--- config.mk ---
export PLATFORM = sky130hd
export DESIGN_NAME = fp_div
export DESIGN_NICKNAME = d
export VERILOG_FILES = /design/src/rtl/fp_div.sv
export SDC_FILE = /design/constraint.sdc
export NUM_CORES = 1
export LEC_CHECK = 0
export CAP_MARGIN = 20
export CELL_PAD_IN_SITES_DETAIL_PLACEMENT = 1
export CELL_PAD_IN_SITES_GLOBAL_PLACEMENT = 2
export CORE_ASPECT_RATIO = 0.75
export CORE_MARGIN = 3
export CORE_UTILIZATION = 38
export CTS_CLUSTER_SIZE = 14
export DETAILED_ROUTE_END_ITERATION = 12
export MAX_ROUTING_LAYER = met4
export PLACE_DENSITY = 0.95
export RECOVER_POWER = 50
export SETUP_SLACK_MARGIN = 0.4
export SYNTH_ARGS = -nofsm -noshare
export SYNTH_HDL_FRONTEND = slang
export SYNTH_SLANG_ARGS = --single-unit
--- constraint.sdc ---
create_clock -name clk_i -period 8.2 [get_ports clk_i]
set_input_delay 1.64 -clock clk_i [delete_from_list [all_inputs] [get_ports clk_i]]
set_output_delay 1.64 -clock clk_i [all_outputs]
set_load 0.01 [all_outputs]
--- src/rtl/fp_div.sv ---
// fp_div: sequential FP16 (1/5/10, bias 15) divider, DIV_o = opA_i / opB_i.
// Restoring division producing 13 quotient bits, truncation rounding,
// denormal inputs and outputs, exponent 31 treated as infinity (no NaN).
// Ports:
//   clk_i, rst_i (async, active-high)
//   start_i        - request, sampled only while idle
//   opA_i, opB_i   - dividend / divisor, captured on the accepting edge
//   busy_o         - high while a division is in flight
//   done_o         - one-cycle pulse when DIV_o / div_by_zero_o update
//   DIV_o          - quotient, held until the next completion
//   div_by_zero_o  - divisor was +/-0 (registered with DIV_o)
module fp_div (
    input  logic        clk_i,
    input  logic        rst_i,
    input  logic        start_i,
    input  logic [15:0] opA_i,
    input  logic [15:0] opB_i,
    output logic        busy_o,
    output logic        done_o,
    output logic [15:0] DIV_o,
    output logic        div_by_zero_o
);
    typedef enum logic [1:0] {S_IDLE = 2'd0, S_DIV = 2'd1, S_PACK = 2'd2} state_t;

    // Returns {effective exponent (7-bit signed), 11-bit significand with bit 10 set}.
    // Denormals are shifted up until the hidden bit position is occupied, e = 1 - shift.
    function automatic logic [17:0] normalize(input logic [14:0] mag);
        logic [10:0] sig;
        logic [6:0]  e;
        if (mag[14:10] != 5'd0) begin
            sig = {1'b1, mag[9:0]};
            e   = {2'b00, mag[14:10]};
        end else begin
            sig = {1'b0, mag[9:0]};
            e   = 7'd1;
            for (int i = 0; i < 11; i++) begin
                if (!sig[10]) begin
                    sig = {sig[9:0], 1'b0};
                    e   = e - 7'd1;
                end else begin
                    e   = e;
                end
            end
        end
        return {e, sig};
    endfunction

    // Builds the final FP16 word from sign, biased exponent base and raw quotient.
    function automatic logic [15:0] pack(input logic s, input logic [6:0] ebase,
                                         input logic [12:0] q);
        logic [10:0] sm;
        logic [10:0] tmp;
        logic [6:0]  e;
        logic [6:0]  sh;
        logic [15:0] res;
        if (q[12]) begin
            sm = q[12:2];
            e  = ebase;
        end else begin
            sm = q[11:1];
            e  = ebase - 7'd1;
        end
        sh  = 7'd1 - e;
        tmp = 11'd0;
        // e[6] is the sign bit of the 7-bit signed exponent
        if (!e[6] && (e >= 7'd31)) begin
            res = {s, 5'h1F, 10'h000};
        end else if (!e[6] && (e != 7'd0)) begin
            res = {s, e[4:0], sm[9:0]};
        end else if (sh >= 7'd11) begin
            res = {s, 15'h0000};
        end else begin
            tmp = sm >> sh[3:0];
            res = {s, 5'h00, tmp[9:0]};
        end
        return res;
    endfunction

    state_t      state_q, state_d;
    logic [3:0]  cnt_q, cnt_d;
    logic [11:0] rem_q, rem_d;
    logic [10:0] mb_q, mb_d;
    logic [12:0] quo_q, quo_d;
    logic [6:0]  exp_q, exp_d;
    logic        sign_q, sign_d;
    logic        spec_q, spec_d;
    logic [15:0] spec_res_q, spec_res_d;
    logic        spec_dbz_q, spec_dbz_d;
    logic        done_q, done_d;
    logic [15:0] div_q, div_d;
    logic        dbz_q, dbz_d;

    logic [17:0] na_s, nb_s;
    logic        s_s;

    assign na_s = normalize(opA_i[14:0]);
    assign nb_s = normalize(opB_i[14:0]);
    assign s_s  = opA_i[15] ^ opB_i[15];

    // Next-state logic: accept/special detection, one division step per cycle, pack.
    always_comb begin
        state_d    = state_q;
        cnt_d      = cnt_q;
        rem_d      = rem_q;
        mb_d       = mb_q;
        quo_d      = quo_q;
        exp_d      = exp_q;
        sign_d     = sign_q;
        spec_d     = spec_q;
        spec_res_d = spec_res_q;
        spec_dbz_d = spec_dbz_q;
        done_d     = 1'b0;
        div_d      = div_q;
        dbz_d      = dbz_q;
        case (state_q)
            S_IDLE: begin
                if (start_i) begin
                    sign_d     = s_s;
                    rem_d      = {1'b0, na_s[10:0]};
                    mb_d       = nb_s[10:0];
                    exp_d      = na_s[17:11] - nb_s[17:11] + 7'd15;
                    quo_d      = 13'd0;
                    cnt_d      = 4'd0;
                    spec_d     = 1'b1;
                    spec_dbz_d = 1'b0;
                    // Special cases in priority order
                    if (opA_i[14:10] == 5'h1F) begin
                        spec_res_d = {s_s, 5'h1F, 10'h000};
                    end else if (opB_i[14:0] == 15'h0000) begin
                        spec_res_d = {s_s, 5'h1F, 10'h000};
                        spec_dbz_d = 1'b1;
                    end else if (opB_i[14:10] == 5'h1F) begin
                        spec_res_d = {s_s, 15'h0000};
                    end else if (opA_i[14:0] == 15'h0000) begin
                        spec_res_d = {s_s, 15'h0000};
                    end else begin
                        spec_d     = 1'b0;
                        spec_res_d = 16'h0000;
                    end
                    state_d = spec_d ? S_PACK : S_DIV;
                end else begin
                    state_d = S_IDLE;
                end
            end
            S_DIV: begin
                // Remainder stays below 2^11 after each step, so the shift never overflows
                if (rem_q >= {1'b0, mb_q}) begin
                    quo_d = {quo_q[11:0], 1'b1};
                    rem_d = (rem_q - {1'b0, mb_q}) << 1;
                end else begin
                    quo_d = {quo_q[11:0], 1'b0};
                    rem_d = rem_q << 1;
                end
                cnt_d = cnt_q + 4'd1;
                if (cnt_q == 4'd12) begin
                    state_d = S_PACK;
                end else begin
                    state_d = S_DIV;
                end
            end
            S_PACK: begin
                done_d  = 1'b1;
                state_d = S_IDLE;
                if (spec_q) begin
                    div_d = spec_res_q;
                    dbz_d = spec_dbz_q;
                end else begin
                    div_d = pack(sign_q, exp_q, quo_q);
                    dbz_d = 1'b0;
                end
            end
            default: begin
                state_d = S_IDLE;
            end
        endcase
    end

    // State and output registers with asynchronous reset.
    always_ff @(posedge clk_i or posedge rst_i) begin
        if (rst_i) begin
            state_q    <= S_IDLE;
            cnt_q      <= 4'd0;
            rem_q      <= 12'd0;
            mb_q       <= 11'd0;
            quo_q      <= 13'd0;
            exp_q      <= 7'd0;
            sign_q     <= 1'b0;
            spec_q     <= 1'b0;
            spec_res_q <= 16'h0000;
            spec_dbz_q <= 1'b0;
            done_q     <= 1'b0;
            div_q      <= 16'h0000;
            dbz_q      <= 1'b0;
        end else begin
            state_q    <= state_d;
            cnt_q      <= cnt_d;
            rem_q      <= rem_d;
            mb_q       <= mb_d;
            quo_q      <= quo_d;
            exp_q      <= exp_d;
            sign_q     <= sign_d;
            spec_q     <= spec_d;
            spec_res_q <= spec_res_d;
            spec_dbz_q <= spec_dbz_d;
            done_q     <= done_d;
            div_q      <= div_d;
            dbz_q      <= dbz_d;
        end
    end

    assign busy_o        = (state_q != S_IDLE);
    assign done_o        = done_q;
    assign DIV_o         = div_q;
    assign div_by_zero_o = dbz_q;
endmodule

==> run summary <==
Leaving out fill and tap cells, the most frequent cells in the layout are 102 x nand2_1, 73 x nor2_1, 72 x dfrtp_1, 66 x a21oi_1, 65 x o21ai_0. The first detailed-routing pass ran for 5 iterations. After clock tree synthesis, the clock-pin slew on the worst setup and hold paths is 0.07 ns.

The number of nets handed over by synthesis was 872. The logs give 28.6% for the sequential share of the synthesized area and 897 for the final layout net count. The count of flip-flops with a built-in enable after synthesis works out to 0. The number of sinks handled by clock tree synthesis is 72. The number of instances resized during post-cts repair came out at 0. The worst setup path is launched from an input port.

In this run the tool buffered the top-level ports with 53 buffer cells. The share of post-route cells with drive strength above 1 came out at 6.87%. The Yosys step of the flow raised 0 warnings.

The post-synthesis cell count came out at 800. 54 I/O pins were placed. Once detail routing completed, the nets flagged for antenna violations numbered 0.

After layout, the minimum clock period comes to 7.39 ns. The count of final setup violators came out at 0. TritonCTS built the clock tree. The tightest min-delay check is of the flop to flop type. The worst clock skew on the final layout is 0.00777 ns.

The antenna diode instance count was 0; the H-tree depth was 3. The tools report the clock root buffer as clkbuf_16. Counting flops with an async set or reset pin after synthesis yields a share of 100%. Most common cell after layout, fill and taps aside: nand2_1. Max-cap violations in this run came to 2. Across the VDD grid, the largest voltage drop is 0.000152 V. The analysis attributes to cell leakage a power of 2.98 nW. In this run the power density over the cells is 388 nW/um^2.

The hold violation total from the final report was 0; the die span in y was 117 um. Global routing used 22.2% of the available tracks. Sum of met3 wire segment lengths after detailed routing: 623 um. The run gives 9 as the number of buffers inserted during clock tree synthesis.

The design draws 2.82 mW. For this configuration, the core starts out at a cell density of 39.1%. Setup total negative slack on the finished layout was measured at 0 ns. The cell area after technology mapping is 6300 sq um, and the total placed cells including tap cells is 1022. Row generation in the floorplan step produced 40 rows. The slowest stage of the critical path is the or4_1 cell. Of all nets on the critical path, the largest fanout is 11.

The final routed wire length divided by cell count came out at 19.0 um. Final max-slew violation count: 129. Timing would allow up to 0.135 GHz.

The pin slew with the least headroom to its limit is 4.02 ns, and the post-CTS repair timing setup buffer count is 0. Wire segments on met2 add up to 9.06 mm in the final route. The area growth from synthesis to layout is 15.3%.

Among all flip-flop cells after synthesis, the most frequent one is dfrtp_1. The cell that appears most often on the critical path is ha_1. For this block, the routed nets add up to 19.7 mm of wire.

Routability-driven placement finished with a final weighted congestion of 0.906. The synthesized design contains 72 register bits. The number of global-route vias before repair was 6272; the routed via count divided by cell count was 5.90. After layout, the worst path uses 90.1% of the clock period. After detailed routing, the wire length on met1 is 9.77 mm. The uppermost layer routed is met4.

Cells fill 45.1% of the core in the end. The worst setup path is of the input port to flop kind. The final reports fail on capacitance limit, slew limit. The total of hold buffers inserted after clock tree synthesis was 0; the number of distinct library cells after synthesis was 82. Setup repair after global routing left no endpoint under its margin.

The critical path goes through clkdlybuf4s50_1 -> or4_1 -> nor3_2 -> and2_1 -> mux2_2 -> ha_1 -> mux2_2 -> ha_1 -> mux2i_1 -> a21oi_1 -> ha_1 -> and3b_1 -> o211ai_1 -> xor2_1 -> a21o_1 -> ha_1 -> ha_1 -> a21o_1 -> a21o_1 -> a21o_1 -> a21oi_1 -> xnor2_1 -> o21ai_0. The finished cells cover 7260 sq um. The deepest clock path buffer count is 2, and the detailed-route via count is 6132. After legalization and detailed placement, the total HPWL measured 14.6 mm. The run gives 8.39 ns as the required time of the critical path. The core region is 16100 sq um. STA classifies the critical path endpoint as a flop. The final standard cell count with taps included and fillers excluded is 1040. The first-iteration detailed-routing DRC count was 392; the remaining routing DRC violations was 0. The run finished, with violations left. Averaged over all synthesized cells, the footprint is 7.87 sq um.

Entering global routing, the biggest net connects 73 pins. The initial antenna violation count came out at 0. The run gives 32.8 mm as the first-pass GRT wire length. The floorplan step defined a die boundary enclosing 18200 sq um.

The largest single stage delay on the critical path is 0.66 ns. Measured along the x axis, the die boundary spans 155 um. The clock insertion delay at the later pin of the skew report is 0.35 ns, and the remaining global-route overflow is 0.

After detailed placement, the total cell area comes to 6940 sq um. The arrival time at the worst endpoint is 7.57 ns, and the worst slew margin relative to its limit is -168%.
## where the power goes
part	switching, mW	total, mW	internal [mW]
Combinational	1.01	1.70	0.689
Sequential	0.171	0.690	0.519
Clock	0.174	0.423	0.249
Total	1.36	2.82	1.46
## registers in the layout, summed over array words and instances, names as in the netlist
register       flops
rem_q             12
mb_q              11
spec_q             1
done_o             1
quo_q             13
spec_dbz_q         1
spec_res_q         2
div_by_zero_o      1
state_q            2
sign_q             1
DIV_o             16
cnt_q              4
exp_q              7
## Yosys cell counts, types with 4 or more instances
library cell    n  area share (%)
a211oi_1        9             1.1
a21o_1         10             1.2
a21oi_1        66             5.2
a221oi_1        7            0.97
a31oi_1         7            0.70
and2_1          5            0.50
buf_1           5            0.30
buf_2           8            0.64
clkbuf_1       34             2.0
dfrtp_1        72              29
ha_1           35             7.0
inv_1          35             2.1
mux2_2          9             1.6
mux2i_1        23             3.7
nand2_1       102             6.1
nand2b_1       12             1.2
nand3_1        16             1.3
nand4_1         6            0.60
nor2_1         73             4.4
nor2b_1        23             2.3
nor3_1         17             1.4
nor3b_1         4            0.48
o211ai_1       15             1.8
o21a_1          7            0.83
o21ai_0        65             5.2
o21ai_1         4            0.32
o221ai_1       10             1.4
o22a_1          6            0.83
o31a_1          4            0.56
o31ai_1         8            0.95
or3_1           4            0.40
xnor2_1        14             1.9
xor2_1          8             1.1
## through the flow
step | worst slack, ns | hold slack [ns]
after floorplan | 1.64 | 0.443
after global placement | 0.783 | 0.462
after detailed placement | 0.444 | 0.463
after CTS | 0.801 | 0.479
after global routing | 0.523 | 0.505
final | 0.814 | 0.470
## cell type report
class / count / area [sq um]
well taps: 210 / 263
clock inverters: 6 / 75.1
multi-input cells: 637 / 4120
flip-flops and latches: 72 / 1800
repair buffers: 66 / 624
clock buffers: 10 / 239
inverters: 39 / 146
fillers: 1969 / 8850
## worst max-delay path: cells and delay by family
| kind | cells | cell delay [ns] |
|---|---|---|
| AOI/OAI and AO/OA | 8 | 1.40 |
| xor gates and xnor gates | 2 | 0.25 |
| muxes | 3 | 0.80 |
| and+or+nand+nor | 4 | 1.38 |
| buffers and inverters | 1 | 0.59 |
| adders and majority gates | 5 | 1.49 |
## worst paths after layout
| check | from | to | slack (ns) | cells after the start |
|---|---|---|---|---|
| min in group asynchronous | rst_i | quo_q[4] | 3.30 | 3 |
| hold reg to reg | div_by_zero_o | div_by_zero_o | 0.47 | 2 |
| setup / recovery | opA_i[6] | exp_q[6] | 0.81 | 23 |
| hold / removal | div_by_zero_o | div_by_zero_o | 0.47 | 2 |
| setup reg to reg | exp_q[0] | DIV_o[8] | 3.10 | 12 |
| max in group asynchronous | rst_i | rem_q[5] | 2.62 | 3 |
## logic make-up after synthesis
group	synth area share (%)
AO/OA/AOI/OAI	27.0
XOR/XNOR	3.32
adder cells (fa/ha/maj)	7.59
buffers and inverters	6.06
flip-flops	28.6
multiplexers	5.86
AND/OR/NAND/NOR	21.6
## routing by layer
| layer | vias up | global-route usage (%) |
|---|---|---|
| met5 | - | - |
| met4 | 0 | 4.91 |
| met3 | 26 | 2.79 |
| met2 | 130 | 34.1 |
| met1 | 3041 | 31.5 |
| li1 | 2935 | - |
(Power assumes the default switching activity.)
